## src/rtl/interval_timer_ctrl.sv

```systemverilog
// Programmable interval timer for the traffic-light sequencer: holds tBASE/tEXT/tYEL,
// maps the FSM interval code to seconds, counts down on a 1 s tick and pulses expired.
module interval_timer_ctrl #(
  parameter int         TICK_DIV = 100_000_000,
  parameter logic [3:0] DEF_BASE = 4'd6,
  parameter logic [3:0] DEF_EXT  = 4'd3,
  parameter logic [3:0] DEF_YEL  = 4'd2
) (
  input  logic       clk,
  input  logic       Reset,
  input  logic       Prog_Sync,
  input  logic [1:0] Time_Param_Sel,
  input  logic [3:0] Time_Value,
  input  logic [1:0] interval,
  input  logic       start_timer,
  output logic       expired,
  output logic       one_sec_tick,
  output logic [4:0] remaining
);

  localparam int                DIV_W    = $clog2(TICK_DIV);
  localparam logic [DIV_W-1:0]  DIV_LAST = DIV_W'(TICK_DIV - 1);

  typedef enum logic {
    IDLE,
    COUNT
  } state_t;

  state_t           state_q, state_d;
  logic [DIV_W-1:0] div_q, div_d;
  logic [4:0]       rem_q, rem_d;
  logic             expired_q, expired_d;
  logic             tick_q, tick_d;
  logic [3:0]       p_base_q, p_base_d;
  logic [3:0]       p_ext_q, p_ext_d;
  logic [3:0]       p_yel_q, p_yel_d;
  logic [4:0]       duration;

  // Parameter writes land first so a same-cycle start loads the new value.
  always_comb begin
    p_base_d = p_base_q;
    p_ext_d  = p_ext_q;
    p_yel_d  = p_yel_q;
    if (Prog_Sync) begin
      case (Time_Param_Sel)
        2'b00:   p_base_d = (Time_Value == 4'd0) ? DEF_BASE : Time_Value;
        2'b01:   p_ext_d  = (Time_Value == 4'd0) ? DEF_EXT  : Time_Value;
        2'b10:   p_yel_d  = (Time_Value == 4'd0) ? DEF_YEL  : Time_Value;
        default: ;
      endcase
    end
  end

  always_comb begin
    case (interval)
      2'b00:   duration = {1'b0, p_base_d};
      2'b01:   duration = {1'b0, p_ext_d};
      2'b10:   duration = {1'b0, p_yel_d};
      default: duration = {p_base_d, 1'b0};
    endcase
  end

  always_comb begin
    state_d   = state_q;
    div_d     = div_q;
    rem_d     = rem_q;
    expired_d = 1'b0;
    tick_d    = 1'b0;
    if (start_timer) begin
      state_d = COUNT;
      div_d   = '0;
      rem_d   = duration;
    end else if (Prog_Sync) begin
      state_d = IDLE;
      div_d   = '0;
      rem_d   = 5'd0;
    end else if (state_q == COUNT) begin
      if (div_q == DIV_LAST) begin
        div_d  = '0;
        tick_d = 1'b1;
        if (rem_q <= 5'd1) begin
          rem_d     = 5'd0;
          expired_d = (rem_q == 5'd1);
          state_d   = IDLE;
        end else begin
          rem_d = rem_q - 5'd1;
        end
      end else begin
        div_d = div_q + 1'b1;
      end
    end else begin
      div_d = '0;
    end
  end

  always_ff @(posedge clk or posedge Reset) begin
    if (Reset) begin
      state_q   <= IDLE;
      div_q     <= '0;
      rem_q     <= 5'd0;
      expired_q <= 1'b0;
      tick_q    <= 1'b0;
      p_base_q  <= DEF_BASE;
      p_ext_q   <= DEF_EXT;
      p_yel_q   <= DEF_YEL;
    end else begin
      state_q   <= state_d;
      div_q     <= div_d;
      rem_q     <= rem_d;
      expired_q <= expired_d;
      tick_q    <= tick_d;
      p_base_q  <= p_base_d;
      p_ext_q   <= p_ext_d;
      p_yel_q   <= p_yel_d;
    end
  end

  assign expired      = expired_q;
  assign one_sec_tick = tick_q;
  assign remaining    = rem_q;

endmodule

```

## config.mk

```make
export PLATFORM = sky130hd
export DESIGN_NAME = interval_timer_ctrl
export DESIGN_NICKNAME = d
export VERILOG_FILES = /design/src/rtl/interval_timer_ctrl.sv
export SDC_FILE = /design/constraint.sdc
export NUM_CORES = 1
export LEC_CHECK = 0
export ABC_AREA = 0
export BUFFER_PORTS_ARGS = -buffer_cell sky130_fd_sc_hd__buf_2
export CORE_MARGIN = 10
export CORE_UTILIZATION = 30
export CTS_BUF_LIST = sky130_fd_sc_hd__clkbuf_8
export DETAILED_ROUTE_END_ITERATION = 10
export GPL_TIMING_DRIVEN = 0
export PLACE_DENSITY = 0.55
export RECOVER_POWER = 100
export SLEW_MARGIN = 20
export SYNTH_ARGS = -nofsm -noshare
export SYNTH_HDL_FRONTEND = slang
export SYNTH_SLANG_ARGS = --single-unit
```

## constraint.sdc

```tcl
create_clock -name clk -period 1.95 [get_ports clk]
set_input_delay 0 -clock clk [delete_from_list [all_inputs] [get_ports clk]]
set_output_delay 0 -clock clk [all_outputs]
set_load 0.005 [all_outputs]
```

# [Yosys cells after proc, flatten, opt, wreduce, memory -nomap -nowiden]
# Index checks and enable logic that the tools add are counted.
[totals] word_cells=56 register_bits=47
[op_classes] reduce_logical=6 n_eq_ne=6 n_mux=33 n_lt_le_gt_ge=1 n_addsub=2
[op_table] op="$mux 27" count=4
[op_table] op="$mux 4" count=9
[op_table] op="$add 27x1->27 const B" count=1
[op_table] op="$eq 27x27->1 const B" count=1
[op_table] op="$mux 5" count=5
[op_table] op="$pmux 5 s3" count=1
[op_table] op="$mux 1" count=14
[op_table] op="$reduce_bool 3->1" count=2
[op_table] op="$eq 5x1->1 const B" count=1
[op_table] op="$le 5x1->1 const B" count=1
[op_table] op="$sub 5x1->5 const B" count=1
[op_table] op="$eq 2x1->1 const B" count=2
[op_table] op="$eq 2x2->1 const B" count=2
[op_table] op="$logic_not 2->1" count=2
[op_table] op="$logic_not 4->1" count=1
[op_table] op="$reduce_and 2->1" count=1

# [Depth between registers and ports, before layout]
# Gate-level depths: netlist of run 1.
[logic_depth] ltp_word=6 mapped_depth=8 depth_no_buf=7

# [Worst setup path before layout of run 1]
# No wires, ideal clock.
[synth_path] path_type="reg2reg" startpoint="register div_q[0]" endpoint="register div_q[19]" t_arrival_ns=1.638 required_time_ns=1.831 stages_incl_launch_ff=9 path_slack_ns=0.193 path_buffers=2 path_cell_list="dfrtp_1 -> ha_1 -> and3_1 -> nand3b_1 -> nor3_1 -> or2_1 -> buf_2 -> buf_4 -> nor2_1"
[synth_via] elab_chain_cells=5 elab_cells_between_ends=6
[synth_rtl] item="start: declaration" line="30" rtl="logic [DIV_W-1:0] div_q, div_d;"
[synth_rtl] item="start signal: assignment" line="108" rtl="div_q <= div_d;"
[synth_rtl] item="$add 27x1->27 / $eq 27x27->1 (equally long branches)" line="89, 78"
[synth_rtl] item="$mux 27 (*)" line="78" rtl="if (div_q == DIV_LAST) begin"
[synth_rtl] item="$mux 27 (*)" line="77" rtl="end else if (state_q == COUNT) begin"
[synth_rtl] item="$mux 27 (*)" line="73" rtl="end else if (Prog_Sync) begin"
[synth_rtl] item="$mux 27 (*)" line="69" rtl="if (start_timer) begin"
[synth_rtl] item="net div_d[19]" line="30"
# The timed path passes the listed nets; every way through them passes the cells marked *.
# A chain may end at the register's enable or synchronous reset.

# [Final worst setup path of run 1]
[layout_path] startpoint="register div_q[8]" endpoint="register rem_q[1], in the netlist remaining[1]"
[layout_via] elab_chain_cells=3
[layout_rtl] item="$eq 27x27->1" line="78"
[layout_rtl] item="$reduce_bool 3->1 (no source line)"
[layout_rtl] item="$reduce_and 2->1 (no source line)"
[layout_rtl] item="end signal: assignment" line="109" rtl="rem_q <= rem_d;"
[layout_rtl] item="end: declaration" line="31" rtl="logic [4:0] rem_q, rem_d;"
# No other way between the ends.

==> results of run 1 <==
final cells by class:
class | count | area, sq um
clock inverters | 1 | 3.754
multi-input cells | 184 | 1242
flip-flops and latches | 47 | 1184
clock buffers | 7 | 96.34
fillers | 840 | 5151
repair buffers | 27 | 162.7
well taps | 105 | 131.4
plain buffers | 8 | 68.82
inverters | 14 | 52.55
layout by cell type, fill, tap and decap left out, types with 2 or more instances in the layout:
cell and count:
dfrtp_1 41, nor2_1 38, xnor2_1 22, nand2_1 19
inv_1 15, nand3_1 11, nor3_1 11, buf_2 10
clkbuf_1 9, buf_4 8, o21ai_0 7, clkbuf_8 7
nand3b_1 5, nor4_2 5, dfstp_2 5, nand4_1 4
a21oi_1 4, mux2_1 4, nor4_1 4, xor2_1 4
and3_1 3, nand2b_1 3, o21ai_1 3, dlygate4sd3_1 3
nor4b_2 2, buf_6 2, o31a_1 2, nor3_2 2
mux2_2 2, buf_8 2, and4_1 2, mux2i_1 2
ha_1 2
per-layer routing:
metal / wire length (microns) / global-route usage / vias up
met5: 0 / 0 / -
met1: 2683 / 0.1119 / 953
met2: 2679 / 0.1506 / 27
li1: - / - / 956
met4: 69 / 0.03472 / 0
met3: 172 / 0.02165 / 5
sequential cells by signal (all words and copies together), names as in the netlist:
signal	flops
div_q	27
remaining	5
p_base_q	4
p_ext_q	4
p_yel_q	4
expired	1
one_sec_tick	1
state_q	1
power groups by stage:
stage               Combinational, mW  Clock, mW  Sequential, mW
detailed placement              0.312          0            1.11
CTS                             0.321      0.674            1.09
finish                          0.309      0.644            1.09
global route                    0.352      0.713            1.10
global placement                0.303          0            1.10
floorplan                       0.207          0            1.10
logic make-up after synthesis:
logic type                 after synthesis  share of synthesized area
and+or+nand+nor                        116                     0.2391
buffers and inverters                   23                    0.04204
DFF                                     47                     0.4787
xor gates and xnor gates                26                    0.09220
AOI/OAI and AO/OA                       30                    0.08664
muxes                                    9                    0.04610
adders and majority gates                3                    0.01520
timing repair:
| item | in CTS | in global routing |
|---|---|---|
| endpoints found under the hold margin | 19 | 0 |
| resized for setup | 3 | 18 |
| setup endpoints to repair | 21 | 26 |
| setup buffers | 1 | 7 |
| pin swaps | 2 | 6 |
| gates cloned | 0 | 0 |
| hold buffers | 3 | 0 |
final timing paths:
| kind | end | slack [ns] |
|---|---|---|
| worst max-delay path | remaining[1] | 0.08 |
| worst min register to register | p_yel_q[0] | 0.51 |
| worst max register to register | remaining[1] | 0.08 |
| min in group asynchronous | remaining[3] | 0.35 |
| max in group asynchronous | div_q[8] | 0.35 |
| worst min-delay path | p_base_q[3] | 0.01 |
worst min-delay path: stages:
cell and delay, ns:
buf_2 0.14, nand2_1 0.06, nand2_1 0.07
through the flow:
stage / instances / utilization / setup TNS, ns / total power [mW]
floorplan: 254 / - / 0 / 1.305
global placement: 374 / 0.3307 / -3.304 / 1.408
detailed placement: 375 / 0.3332 / -2.948 / 1.420
CTS: 387 / 0.3520 / -0.01846 / 2.083
global route: 393 / 0.3635 / -0.03358 / 2.164
finish: 393 / 0.3635 / 0 / 2.043
==> results_dict.tcl, run 1 <==
set metrics [dict create \
    placed_area_sq_um 2696 \
    ys_top_cells_by_area "dfrtp_1, xnor2_1, nor2_1, dfstp_2, nand2_1" \
    core_area_sq_um 8093 \
    overflow 0 \
    power_leakage_nw 1.145 \
    antenna_found_initial 0 \
    synth_warnings 0 \
    clk_pin_slew_worst_paths_ns 0.09 \
    min_period_ns 1.866 \
    cts_buffer_depth 2 \
    cp_max_fo 7 \
    tightest_slew_ns 0.7648 \
    worstSetupEndpointType "flip-flop" \
    hold_violations 0 \
    cts_tree "done" \
    cp.depth 5 \
    ys_types 48 \
    fmax_ghz 0.5359 \
    syn_area_sq_um 2470 \
    area_delta_synth_final_pct 19.10 \
    period_share 0.9569 \
    rsz0062_at_grt "true" \
    dp_slack_ns -0.1616 \
    synth_top_area_cell "dfrtp_1" \
    syn_avg_cell_area_sq_um 9.724 \
    nets 302 \
    dieArea_sq_um 12260 \
    detailed_place_hpwl_microns 4017 \
    ir_worst_vdd_mv 0.3819 \
    cts_max_level 2 \
    p_seq_frac 0.533 \
    timing.hold.ws_ns 0.01395 \
    vias_per_cell 4.939 \
    rows 33 \
    clkPwrFrac 0.315 \
    slew_headroom 0.4901 \
    routedWlPerCell_microns 14.26 \
    grt_pass1_wl_microns 9487 \
    finalSetupViolCount 0 \
    place.gp.congestion 0.7882 \
    firstDrtPassIters 4 \
    grt_pass1_vias 2016 \
    cts_num_sinks 47 \
    drt_iter0_markers 60 \
    p_int_mw 1.497 \
    crit_type "reg2reg" \
    diodes 0 \
    rr_startpoint "div_q[8]" \
    path_cells "nor4b_2, nand4_1, buf_4, o31a_1, a221o_1" \
    cts-root-buf "clkbuf_8" \
    p_sw_uw 546.2 \
    synthCells 254 \
    die_height_microns 110.7 \
    syn_nets 269 \
    drc_errors 0 \
    drv_slew 0 \
    slowest_delay_ns 0.44 \
    outcome "finished clean" \
    required_ns 2.14 \
    synth_top_cell_area_share 0.4255 \
    grt_max_degree 31 \
    worst-path-buf-inv 1 \
    setup_ws_ns 0.08401 \
    finClkSkew_ns 0.007658 \
    combPwrFrac 0.151 \
    critical_path.startpoint "div_q[8]" \
    ios 19 \
    crit_family "compound AO/OA/AOI/OAI gates" \
    dr_total_vias 1941 \
    cap_violations 0 \
    hp-start "Time_Value[3]" \
    io_buffers 15 \
    cp-start-kind "flip-flop" \
    ys.flop_type "dfrtp_1" \
    final_antenna_net_count 0 \
    r2r_cells 5 \
    routed_wl_microns 5604 \
    track_usage 0.09121 \
    die_w_microns 110.7 \
    switching_share 0.2673 \
    critical-path-slowest-cell "dfrtp_2" \
    async_reset_ff_frac 1.000 \
    synth_edf_count 0 \
    yosysSeqAreaShare 0.4787 \
    yosys_register_bits 47 \
    drive_gt1_frac 0.1875 \
    post-route-cell-area_sq_um 2942 \
    clk_latency_ns 0.30 \
    arrival_ns 2.06 \
    numCtsBuffers 5 \
    whs_path_depth 3 \
    start_util 0.3052 \
    hp-class "in2reg" \
    yosys.cell_count.top_type "dfrtp_1" \
    synth_common_cells "dfrtp_1, nor2_1, xnor2_1, nand2_1, inv_1" \
    p_per_area_nw_per_um2 694.5 \
]
Note: power is estimated with default switching activity, not from simulation.
==> run 2, diff against run 1 <==
--- a/config.mk
+++ b/config.mk
@@ -9,11 +9,12 @@
 export BUFFER_PORTS_ARGS = -buffer_cell sky130_fd_sc_hd__buf_2
 export CORE_MARGIN = 10
 export CORE_UTILIZATION = 30
-export CTS_BUF_LIST = sky130_fd_sc_hd__clkbuf_8
+export CTS_BUF_LIST = sky130_fd_sc_hd__clkbuf_16
 export DETAILED_ROUTE_END_ITERATION = 10
 export GPL_TIMING_DRIVEN = 0
 export PLACE_DENSITY = 0.55
 export RECOVER_POWER = 100
+export REMOVE_ABC_BUFFERS = 1
 export SLEW_MARGIN = 20
 export SYNTH_ARGS = -nofsm -noshare
 export SYNTH_HDL_FRONTEND = slang
==> run 2 against run 1 <==
Compared with the run above:
- maximum frequency increased by 0.28%
- setup slack improved by 0.0053 ns
- utilization decreased by 0.57 points
- register-to-register slack about the same
- hold slack improved by 0.019 ns
- clock skew increased by 0.0049 ns
- count of clock-buffer cells in the layout decreased by 2
- first-iteration DRC count increased by 57%
- sequential power about the same
- clock power increased by 26%
- cell count decreased by 2.3%
- non-clock buffer count decreased by 10
- critical endpoint unchanged
- largest power group unchanged
==> results_dict.tcl, run 2 (same netlist as run 1, synthesis figures left out) <==
set metrics [dict create \
    firstDrtPassIters 4 \
    die_height_microns 110.7 \
    routed_wl_microns 5263 \
    regMostFlops "div_q" \
    timing.hold.ws_ns 0.03343 \
    io_buffers 18 \
    antenna_found_initial 0 \
    cts_buffer_depth 2 \
    rsz0062_at_grt "false" \
    stdcell_count 384 \
    dp_slack_ns -0.5012 \
    drt_iter0_markers 94 \
    slowest_delay_ns 0.44 \
    diodes 0 \
    period_share 0.9542 \
    cap_violations 0 \
    finalSetupViolCount 0 \
    slew_headroom 0.3595 \
    power_leakage_nw 1.145 \
    combPwrFrac 0.137 \
    fmax_ghz 0.5374 \
    p_seq_frac 0.494 \
    overflow 0 \
    p_int_mw 1.640 \
    p_sw_uw 562.4 \
    finClkSkew_ns 0.01256 \
    drv_slew 0 \
    routedWlPerCell_microns 13.71 \
    core_area_sq_um 8093 \
    cts_tree "done" \
    arrival_ns 2.03 \
    ir_worst_vdd_mv 0.3436 \
    switching_share 0.2553 \
    dieArea_sq_um 12260 \
    grt_pass1_vias 1849 \
    crit_family "compound AO/OA/AOI/OAI gates" \
    min_period_ns 1.861 \
    critical-path-slowest-cell "dfrtp_1" \
    rows 33 \
    cts_num_sinks 47 \
    dp_cells 369 \
    ios 19 \
    drc_errors 0 \
    final_cell_mix "dfrtp_1, nor2_1, xnor2_1" \
    worstSetupEndpointType "flip-flop" \
    grt_pass1_wl_microns 9025 \
    cp-start-kind "flip-flop" \
    largest_register_ffs 27 \
    dr_total_vias 1824 \
    post-route-cell-area_sq_um 2895 \
    die_w_microns 110.7 \
    setup_ws_ns 0.08927 \
    crit_type "reg2reg" \
    hold_violations 0 \
    cts_max_level 2 \
    clkPwrFrac 0.369 \
    cts-root-buf "clkbuf_16" \
    grt_max_degree 27 \
    drive_gt1_frac 0.1541 \
    vias_per_cell 4.750 \
    tightest_slew_ns 0.9597 \
    numCtsBuffers 5 \
    power.total_mw 2.203 \
    p_per_area_nw_per_um2 760.8 \
    track_usage 0.08573 \
    mostFrequentLayoutCell "dfrtp_1" \
    placed_area_sq_um 2660 \
    finalSetupTns_ns 0 \
    clk_pin_slew_worst_paths_ns 0.06 \
    area_delta_synth_final_pct 17.22 \
    detailed_place_hpwl_microns 3633 \
    hp-class "in2reg" \
    clk_latency_ns 0.29 \
    place.gp.congestion 0.8143 \
    outcome "finished clean" \
    cp_max_fo 6 \
    fin_util 0.3578 \
    path_cells "nor4b_2, nand4_1, buf_4, o31a_1, a221o_1" \
    worst-path-buf-inv 1 \
    final_antenna_net_count 0 \
    start_util 0.3052 \
    nets 293 \
    required_ns 2.12 \
]
==> run 2: power groups by stage <==
| stage | Sequential, mW | Clock [mW] | Combinational [mW] |
|---|---|---|---|
| floorplan | 1.10 | 0 | 0.195 |
| finish | 1.09 | 0.813 | 0.302 |
| CTS | 1.09 | 0.839 | 0.311 |
| global route | 1.09 | 0.883 | 0.340 |
| global placement | 1.10 | 0 | 0.299 |
| detailed placement | 1.11 | 0 | 0.301 |
==> run 2: area by class of cell <==
type / instances / area [sq um]
Multi-Input combinational cell: 185 / 1244
Timing Repair Buffer: 25 / 147.6
Clock buffer: 5 / 125.1
Tap cell: 105 / 131.4
Clock inverter: 3 / 12.51
Fill cell: 850 / 5197
Inverter: 14 / 52.55
Sequential cell: 47 / 1182
==> run 2: final timing paths <==
path	startpoint	slack (ns)	depth (start not counted)	endpoint
worst max-delay path	div_q[8]	0.09	5	remaining[1]
worst min-delay path	start_timer	0.03	2	remaining[3]
worst max register to register	div_q[8]	0.09	5	remaining[1]
worst min register to register	p_yel_q[0]	0.50	1	p_yel_q[0]
max in group asynchronous	Reset	0.74	4	p_base_q[1]
min in group asynchronous	Reset	0.47	3	div_q[15]
==> run 2: layer usage <==
layer,vias up,GRT usage,share of wire
met5,-,0,0
met4,0,0.03125,0.014
met3,5,0.01245,0.016
met2,20,0.1336,0.45
met1,858,0.1169,0.51
li1,941,-,-
==> run 2: worst register-to-register path, delay by kind of cell, from the launching register on <==
family	cells	cell delay, ns
AND/OR/NAND/NOR	2	0.43
buffers and inverters	1	0.17
flip-flops	1	0.44
AO/OA/AOI/OAI	2	0.72
==> run 2: what timing repair did <==
action	4_1_cts	5_1_grt
buffers inserted	0	5
gates cloned	1	0
pin swaps	1	3
endpoints found under the setup margin	27	32
resized for setup	5	7
endpoints found under the hold margin	20	0
hold buffers	1	0
==> run 3, diff against run 2 <==
--- a/config.mk
+++ b/config.mk
@@ -12,6 +12,7 @@
 export CTS_BUF_LIST = sky130_fd_sc_hd__clkbuf_16
 export DETAILED_ROUTE_END_ITERATION = 10
 export GPL_TIMING_DRIVEN = 0
+export HOLD_SLACK_MARGIN = 0.05
 export PLACE_DENSITY = 0.55
 export RECOVER_POWER = 100
 export REMOVE_ABC_BUFFERS = 1
==> run 3 against run 2 <==
Compared with the run above:
- combinational power up 3%
- global-route usage rose by 0.14 points
- utilization grew 0.49 points
- design area up 1.4%
- hold slack improved by 0.024 ns
- setup slack worse by 0.0015 ns
- clock power barely moved
- count of clock-buffer cells in the layout unchanged
- clock skew hardly changed
- sequential share of layout area fell by 0.56 points
- power increased by 0.40%
- die area is the same
- critical path type unchanged
- critical endpoint unchanged
- highest routed layer unchanged
==> results_dict.tcl, run 3 (same netlist as run 1, synthesis figures left out) <==
set metrics [dict create \
    finClkSkew_ns 0.01263 \
    final_antenna_net_count 0 \
    rows 33 \
    clk_pin_slew_worst_paths_ns 0.06 \
    drc_errors 0 \
    fin_util 0.3627 \
    timing.hold.ws_ns 0.05713 \
    grt_pass1_vias 1880 \
    fmax_ghz 0.5370 \
    ios 19 \
    track_usage 0.08708 \
    period_share 0.9550 \
    arrival_ns 2.03 \
    dp_cells 369 \
    place.gp.congestion 0.8143 \
    cts_tree "done" \
    regMostFlops "div_q" \
    die_w_microns 110.7 \
    antenna_found_initial 0 \
    detailed_place_hpwl_microns 3633 \
    stdcell_count 388 \
    area_delta_synth_final_pct 18.85 \
    rsz0062_at_grt "false" \
    outcome "finished clean" \
    min_period_ns 1.862 \
    ir_worst_vdd_mv 0.3438 \
    cts_buffer_depth 2 \
    cts_num_sinks 47 \
    firstDrtPassIters 5 \
    hp-class "in2reg" \
    final_cell_mix "dfrtp_1, nor2_1, xnor2_1" \
    cap_violations 0 \
    io_buffers 18 \
    power_leakage_nw 1.162 \
    nets 297 \
    drv_slew 0 \
    mostFrequentLayoutCell "dfrtp_1" \
    drt_iter0_markers 83 \
    cp_max_fo 6 \
    finalSetupViolCount 0 \
    cts-root-buf "clkbuf_16" \
    dr_total_vias 1874 \
    crit_family "compound AO/OA/AOI/OAI gates" \
    largest_register_ffs 27 \
    p_per_area_nw_per_um2 753.4 \
    worst-path-buf-inv 1 \
    die_height_microns 110.7 \
    finalSetupTns_ns 0 \
    hold_violations 0 \
    grt_pass1_wl_microns 9170 \
    clk_latency_ns 0.29 \
    routedWlPerCell_microns 13.77 \
    tightest_slew_ns 0.9493 \
    overflow 0 \
    dieArea_sq_um 12260 \
    post-route-cell-area_sq_um 2935 \
    critical-path-slowest-cell "dfrtp_1" \
    crit_type "reg2reg" \
    path_cells "nor4b_2, nand4_1, buf_4, o31a_1, a221o_1" \
    core_area_sq_um 8093 \
    drive_gt1_frac 0.1555 \
    slew_headroom 0.3664 \
    setup_ws_ns 0.08775 \
    slowest_delay_ns 0.44 \
    power.total_mw 2.211 \
    numCtsBuffers 5 \
    start_util 0.3052 \
    dp_slack_ns -0.5012 \
    placed_area_sq_um 2660 \
    grt_max_degree 27 \
    cp-start-kind "flip-flop" \
    routed_wl_microns 5344 \
    worstSetupEndpointType "flip-flop" \
    cts_max_level 2 \
    vias_per_cell 4.830 \
    diodes 0 \
    required_ns 2.12 \
]
run 3: repair_timing:
action | 4_1_cts | 5_1_grt
pin swaps | 1 | 3
cloned | 1 | 0
hold buffers | 5 | 0
gates resized for setup | 5 | 7
endpoints found under the hold margin | 23 | 0
buffers inserted | 0 | 5
endpoints found under the setup margin | 27 | 32
run 3: layout make-up:
type                       count  area [sq um]
clock buffer                   5         125.1
clock inverter                 3         12.51
fill                         847          5157
inverter                      14         52.55
multi-input combinational    185          1244
sequential                    47          1182
tap                          105         131.4
timing repair buffer          29         187.7
run 3: worst paths after layout:
kind	endpoint	startpoint	slack, ns	depth (start not counted)
max in group asynchronous	p_base_q[1]	Reset	0.75	4
worst min register to register	p_yel_q[0]	p_yel_q[0]	0.50	1
min in group asynchronous	div_q[15]	Reset	0.47	3
worst min-delay path	p_ext_q[2]	Time_Value[2]	0.06	2
worst max-delay path	remaining[1]	div_q[8]	0.09	5
worst max register to register	remaining[1]	div_q[8]	0.09	5
run 3: layer usage:
metal / wire length, microns / GRT usage / vias up
li1: - / - / 949
met1: 2658 / 0.1189 / 889
met2: 2472 / 0.1344 / 31
met3: 137 / 0.01299 / 5
met4: 76 / 0.03385 / 0
met5: 0 / 0 / -
run 3: where the power goes:
group	leakage (nW)	switching [mW]	internal [mW]
Clock	0.0724	0.350	0.464
Sequential	0.615	0.0356	1.05
Combinational	0.474	0.180	0.130
Total	1.16	0.565	1.65
